===== src/rtl/store_buffer.sv =====
// Four-entry write-back store buffer sitting between the CPU and data_mem.
// Define STORE_FWD_EN to forward pending store data to matching loads instead of stalling them.
module store_buffer (
    input  logic        clk,
    input  logic        rst,
    input  logic [31:0] cpu_addr,
    input  logic [31:0] cpu_wdata,
    input  logic        cpu_write,
    input  logic        cpu_read,
    input  logic        flush,
    output logic [31:0] cpu_rdata,
    output logic        cpu_stall,
    output logic        flush_done,
    output logic        full,
    output logic        empty,
    output logic [31:0] mem_address,
    output logic [31:0] mem_write_data,
    output logic        mem_write,
    output logic        mem_read,
    input  logic [31:0] mem_read_data
);

    typedef enum logic {RUN, FLUSH} state_t;

    logic [31:0] addr_q [4];
    logic [31:0] addr_d [4];
    logic [31:0] data_q [4];
    logic [31:0] data_d [4];
    logic [3:0]  valid_q, valid_d;
    logic [1:0]  head_q, head_d;
    logic [1:0]  tail_q, tail_d;
    logic [2:0]  count_q, count_d;
    state_t      state_q, state_d;
    logic        flush_done_q, flush_done_d;

    logic        hit;
    logic        hit_stall;
    logic        load_req;
    logic        load_miss;
    logic        drain;
    logic        enq;
`ifdef STORE_FWD_EN
    logic [31:0] fwd_data;
`endif

    assign full       = (count_q == 3'd4);
    assign empty      = (count_q == 3'd0);
    assign flush_done = flush_done_q;

    // Walk entries oldest to youngest so the last match seen is the youngest store.
    always_comb begin : lookup_proc
        logic [1:0] idx;
        idx = '0;
        hit = 1'b0;
`ifdef STORE_FWD_EN
        fwd_data = '0;
`endif
        for (int k = 0; k < 4; k++) begin
            idx = head_q + 2'(k);
            if (valid_q[idx] && (addr_q[idx] == cpu_addr)) begin
                hit = 1'b1;
`ifdef STORE_FWD_EN
                fwd_data = data_q[idx];
`endif
            end
        end
    end

    always_comb begin
        load_req  = cpu_read && (state_q == RUN);
        load_miss = load_req && !hit;
        drain     = (count_q != 3'd0) && !load_miss;
        enq       = cpu_write && !cpu_read && (state_q == RUN) && !full;
`ifdef STORE_FWD_EN
        hit_stall = 1'b0;
`else
        hit_stall = hit;
`endif

        cpu_stall      = 1'b0;
        cpu_rdata      = '0;
        mem_read       = 1'b0;
        mem_write      = 1'b0;
        mem_address    = '0;
        mem_write_data = '0;

        if (state_q == FLUSH)
            cpu_stall = cpu_read || cpu_write;
        else if (cpu_read)
            cpu_stall = cpu_write || hit_stall;
        else
            cpu_stall = cpu_write && full;

        // A missing load owns the memory port; otherwise the head entry drains.
        if (load_miss) begin
            mem_read    = 1'b1;
            mem_address = cpu_addr;
            cpu_rdata   = mem_read_data;
        end else if (drain) begin
            mem_write      = 1'b1;
            mem_address    = addr_q[head_q];
            mem_write_data = data_q[head_q];
        end
`ifdef STORE_FWD_EN
        if (load_req && hit)
            cpu_rdata = fwd_data;
`endif
    end

    always_comb begin
        addr_d       = addr_q;
        data_d       = data_q;
        valid_d      = valid_q;
        head_d       = head_q;
        tail_d       = tail_q;
        state_d      = state_q;
        flush_done_d = 1'b0;

        if (enq) begin
            addr_d[tail_q]  = cpu_addr;
            data_d[tail_q]  = cpu_wdata;
            valid_d[tail_q] = 1'b1;
            tail_d          = tail_q + 2'd1;
        end
        if (drain) begin
            valid_d[head_q] = 1'b0;
            head_d          = head_q + 2'd1;
        end
        count_d = count_q + 3'(enq) - 3'(drain);

        case (state_q)
            RUN: begin
                if (flush)
                    state_d = FLUSH;
            end
            FLUSH: begin
                if (count_d == 3'd0) begin
                    state_d      = RUN;
                    flush_done_d = 1'b1;
                end
            end
            default: state_d = RUN;
        endcase
    end

    always_ff @(posedge clk) begin
        if (rst) begin
            for (int i = 0; i < 4; i++) begin
                addr_q[i] <= '0;
                data_q[i] <= '0;
            end
            valid_q      <= '0;
            head_q       <= '0;
            tail_q       <= '0;
            count_q      <= '0;
            state_q      <= RUN;
            flush_done_q <= 1'b0;
        end else begin
            addr_q       <= addr_d;
            data_q       <= data_d;
            valid_q      <= valid_d;
            head_q       <= head_d;
            tail_q       <= tail_d;
            count_q      <= count_d;
            state_q      <= state_d;
            flush_done_q <= flush_done_d;
        end
    end

endmodule


===== config.mk =====
export PLATFORM = sky130hd
export DESIGN_NAME = store_buffer
export DESIGN_NICKNAME = d
export VERILOG_FILES = /design/src/rtl/store_buffer.sv
export SDC_FILE = /design/constraint.sdc
export NUM_CORES = 1
export LEC_CHECK = 0
export ABC_AREA = 0
export CORE_UTILIZATION = 60
export DETAILED_ROUTE_END_ITERATION = 6
export PLACE_DENSITY = 0.86
export SYNTH_ARGS = -nofsm -noshare
export SYNTH_HDL_FRONTEND = slang
export SYNTH_SLANG_ARGS = --single-unit

===== constraint.sdc =====
create_clock -name clk -period 15.1 [get_ports clk]
set_input_delay 2.265 -clock clk [delete_from_list [all_inputs] [get_ports clk]]
set_output_delay 2.265 -clock clk [all_outputs]
set_load 0.05 [all_outputs]

# After elaboration in Yosys (flattened, before gate mapping)
# Index checks and enable logic that the tools add are counted.
totals:
  register_bits: 269
  in_bits: 101
  ramBits: 0
  out_inout_bits: 102
  word_cells: 122
  mem_bits_ro: 0
  latch_bits: 0
  n_memories: 0
classes:
  reduce_logical: 24
  magnitude_cmp: 13
  n_addsub: 6
  div_mod_pow: 0
  mul: 0
  n_shift: 0
  bitwise: 9
  n_mux: 51
  eq_ne: 5
op_table:
  columns: ["cell", "count"]
  rows:
  - ["32-bit two-way mux", 16]
  - ["32-bit binary-select mux with 2-bit select", 5]
  - ["128-bit bitwise mux", 2]
  - ["32-bit == test", 4]
  - ["32-bit demux with 2-bit select", 1]
  - ["1-bit two-way mux", 18]
  - ["3-bit greater-or-equal comparator, second input constant", 5]
  - ["2-bit by 3-bit < comparator with 1-bit output, second input constant", 5]
  - ["2-bit NOT with 3-bit output", 5]
  - ["1-bit logical AND", 14]
  - ["1-bit binary-select mux with 2-bit select", 4]
  - ["4-bit two-way mux", 2]
  - ["3-bit logical NOT", 2]
  - ["2-bit by 1-bit adder with 2-bit output, second input constant", 2]
  - ["2-bit adder, second input constant", 2]
  - ["4-bit AND", 1]
  - ["1-bit demux with 2-bit select", 2]
  - ["2-bit by 1-bit greater-or-equal comparator with 1-bit output, second input constant", 2]
  - ["1-bit logical NOT", 4]
  - ["4-bit NOT", 1]
  - ["4-bit OR", 1]
  - ["3-bit by 1-bit adder with 3-bit output", 1]
  - ["3-bit == test, second input constant", 1]
  - ["3-bit by 1-bit < comparator with 1-bit output, second input constant", 1]
  - ["6 further kinds", 7]

# Logic depth before layout (Yosys ltp)
depth:
  word_depth: 18
  depth_mapped: 26
  mapped_depth_nobuf: 18

# Worst setup path before layout
# No wires, ideal clock.
synth_path:
  path_type: "register to output"
  start: "register head_q[0]"
  end: "output port mem_address[11]"
  path_buffers: 10
  t_arrival_ns: 5.597
  setup_slack_ns: 7.238
  t_required_ns: 12.835
  stages_incl_launch_ff: 20
  cell_sequence: "dfxtp_1 -> buf_6 -> buf_4 -> buf_2 -> buf_2 -> buf_1 -> inv_1 -> ha_1 -> buf_2 -> buf_2 -> mux4_2 -> xnor2_1 -> nand4_1 -> or4_1 -> o32ai_2 -> nor4_2 -> buf_6 -> buf_6 -> buf_4 -> o21ai_0"
synth_between:
  word_cells_on_any_way: 45
  classes_between: "add/sub (3); eq/ne (4); mux (26); bitwise (4); reduce/logical (8)"
synth_rtl:
  columns: ["element", "line_no", "source"]
  rows:
  - ["start: declaration", "30", "logic [1:0] head_q, head_d;"]
  - ["start signal: assignment", "153", "head_q <= '0;"]
  - ["start signal: assignment", "162", "head_q <= head_d;"]
  - ["2-bit adder (*)", "59", "idx = head_q + 2'(k);"]
  - ["net lookup_proc.idx[0]", "52", "logic [1:0] idx;"]
  - ["2-bit NOT with 3-bit output (implied by the code)", "60", "if (valid_q[idx] && (addr_q[idx] == cpu_addr)) begin"]
  - ["32-bit binary-select mux with 2-bit select", "60", null]
  - ["32-bit two-way mux (implied by the code) (2 in series)", "60", null]
  - ["32-bit == test", "60", null]
  - ["1-bit logical AND (*)", "60", null]
  - ["1-bit two-way mux (*)", "60", null]
  - ["1-bit logical NOT (*)", "71", "load_miss = load_req && !hit;"]
  - ["1-bit logical AND (*)", "71", null]
  - ["1-bit logical NOT", "72", "drain = (count_q != 3'd0) && !load_miss;"]
  - ["1-bit logical AND", "72", null]
  - ["32-bit two-way mux", "99", "end else if (drain) begin"]
  - ["32-bit two-way mux (*)", "95", "if (load_miss) begin"]
  - ["end: declaration", "16", "output logic [31:0] mem_address,"]
# Mark *: on every way through the listed nets, which the timed path passes. The rest lies on a longest branch. The select of a mux whose other input is x is not followed.

# Final worst setup path
layout_path:
  start: "register head_q[0]"
  end: "output port mem_address[14]"
# Same word-level chain as after synthesis.

==> flow_summary.toml <==
[run_status]
outcome = "finished clean"

[routing]
wirelength_um = 48710
final_antenna_net_count = 0
vias = 14650
avgViaCountPerCell = 6.374
wl_per_cell_um = 21.19
drt_iter0_markers = 1901
drcViolationCount = 0
drt_first_pass_iters = 6

[placed_design]
place_area_sq_um = 17660
port_buffers = 202
place_congestion = 0.9853
dp_hpwl_um = 30500

[sta]
drv_slew = 0
final.min_clock_period_ns = 9.121
tightestPinTransition_ns = 1.052
max_freq_mhz = 109.6
rsz0062_at_grt = "no"
post-route-period-util = 0.6040
fin_setup_tns_ns = 0
finClkSkew_ns = 0.04076
maxSlewHeadroom = 0.2985
final_hold_viol_count = 0
finalSetupViolCount = 0

[clock_network]
post-cts-setup-buffers = 0
root_buffer = "clkbuf_16"
postCtsResizedCells = 0
insertion_delay_ns = 0.58
cts_tree = "done"
cts.path.max_buffers = 3
hold_buffers = 0
path_clk_slew_ns = 0.06
htree_levels = 1
cts_buffers = 28
cts.sinks = 269

[critical_path]
path_buf_inv = 5
crit_path_start_kind = "register"
worstPathMaxFanout = 100
end_kind = "primary output"
crit_slowest_cell = "dfxtp_4"
path_cells = "inv_1 > ha_2 > buf_4 > inv_1 > mux2_2 > xor2_1 > nand4_1 > or4_1 > o32ai_2 > nor4_4 > buf_4 > nor3b_1 > a21o_1 > clkdlybuf4s50_1"
criticalPathCategory = "reg -> out"
regToRegSetupSlack_ns = 8.63
cp.arrival_ns = 6.86
crit_required_ns = 12.84
cpPeakStageDelay_ns = 0.96
critical-path-top-delay-family = "buffers and inverters"

[yosys]
avgSynthCellArea_sq_um = 8.455
synth.distinct_cells = 62
synth_top_area_frac = 0.3399
syn_area_sq_um = 15840
synthArstFlopShare = 0
ys_seq_elements = 269
seq_area_frac_synth = 0.3399
syn-instance-count = 1874
synthTopCellsByArea = "dfxtp_1 34%, mux4_2 14%, nand2_1 13%"
synth-edff-count = 0
synth_area_leader_cell = "dfxtp_1"
synth_nets = 1985
yosysWarnings = 0
synthFlopType = "dfxtp_1"

[flow_run]
drv_cap = 0

[pwr]
seq_power_share = 0.337
p_comb_frac = 0.332
leakage_uw = 0.006227
p_switching_uw = 840.1
irDropWorstVdd_uv = 142.6
power.internal_uw = 1521
swShare = 0.3558
clockPowerShare = 0.331
p_per_area_nw_per_um2 = 126.2

[final_layout]
final_layout_size_suffix_gt1_frac = 0.09470
antenna_cells = 0
nets = 2054
final_cell_mix = "537 x nand2_1, 267 x dfxtp_1, 265 x a21oi_1, 201 x clkdlybuf4s50_1, 96 x mux4_2"
layout_commonest_cell = "nand2_1"
finalInstanceArea_sq_um = 18710
syn2layout_area_growth_pct = 18.11
fin_util = 0.7201

[global_route]
grt_usage = 0.3546
antenna_found_initial = 1
grt_max_degree = 101
grt_pass1_wl_um = 74510
overflow = 0
grt_pass1_vias = 13960

[min_path]
hp-class = "reg -> reg"

[floorplanning]
die_y_um = 164.5
core_sq_um = 25980
start_util = 0.6097
rows = 59
dieArea_sq_um = 27060
die-width_um = 164.5
io_pins = 203
-- per-layer routing --
| metal | share of wire | track usage |
|---|---|---|
| met4 | 0.043 | 0.1647 |
| met5 | 0 | 0 |
| met2 | 0.48 | 0.5861 |
| met1 | 0.37 | 0.4476 |
| met3 | 0.11 | 0.06881 |
-- tightest hold or removal path, stage by stage (launching register included) --
cell and delay [ns]:
dfxtp_1 0.31, nand2_1 0.05, a21oi_1 0.05
-- stage by stage --
| stage | total power (uW) | cells | hold slack (ns) | setup slack (ns) |
|---|---|---|---|---|
| after floorplan | 1384 | 1874 | 0.4331 | 7.238 |
| after global placement | 1566 | 2248 | 0.4383 | 6.401 |
| after detailed placement | 1581 | 2248 | 0.4437 | 6.412 |
| after CTS | 2351 | 2299 | 0.4524 | 6.079 |
| after global routing | 2435 | 2299 | 0.4731 | 5.598 |
| final | 2361 | 2299 | 0.4520 | 5.979 |
-- state kept, by name (all words and copies together), names as in the netlist --
name,cells
data_q,128
head_q,2
state_q,1
count_q,3
valid_q,4
addr_q,128
tail_q,2
flush_done,1
-- kinds of logic after synthesis --
| logic type | Yosys count | share of synthesized area |
|---|---|---|
| DFF | 269 | 0.3399 |
| and+or+nand+nor | 731 | 0.2016 |
| adders and majority gates | 10 | 0.008371 |
| xor gates and xnor gates | 111 | 0.06136 |
| AOI/OAI and AO/OA | 363 | 0.1307 |
| buffers and inverters | 186 | 0.05220 |
| muxes | 204 | 0.2059 |
-- synthesized netlist by cell type, types with 2 or more instances --
cell and number:
nor2_1 23, xnor2_1 79, nand2b_1 3, a21oi_1 265, nor3b_1 31, mux2_2 15
nand2_1 541, o31ai_1 4, a22oi_1 2, mux2i_1 93, o2bb2ai_1 2, buf_4 9
ha_1 9, dfxtp_1 269, buf_2 20, or3_1 3, buf_6 9, a31oi_1 2
mux4_2 96, and2_1 70, buf_1 20, xor2_1 32, a21o_1 28, nor2b_1 3
o21ai_0 11, nand3b_1 2, a2111oi_0 2, clkbuf_1 114, nor4_1 11, inv_1 12
a2bb2oi_1 3, nand4_1 18, a22o_1 4, o211ai_1 5, a211oi_1 6, and4b_1 2
nand3_1 7, o2111ai_1 2, o22ai_1 11, nor3_1 14
-- layout make-up --
cell class,instances,area [sq um]
timing repair buffer,211,2091
clock buffer,38,808.3
clock inverter,13,244.0
inverter,14,55.05
multi-input combinational,1419,9703
fill,1963,7272
sequential,269,5393
tap,335,419.2
-- power groups by stage --
stage | logic (uW) | clock network [uW] | registers (uW)
final | 783 | 782 | 796
after global routing | 819 | 812 | 804
after CTS | 773 | 781 | 797
after detailed placement | 769 | 0 | 812
after global placement | 757 | 0 | 809
after floorplan | 615 | 0 | 768
-- worst paths after layout --
kind | from | depth (start not counted) | end
max | head_q[0] | 14 | mem_address[14]
min | data_q[57] | 2 | data_q[57]
max reg2reg | head_q[0] | 19 | flush_done
min reg2reg | data_q[57] | 2 | data_q[57]
No activity file was read; power rests on OpenSTA's default activity.
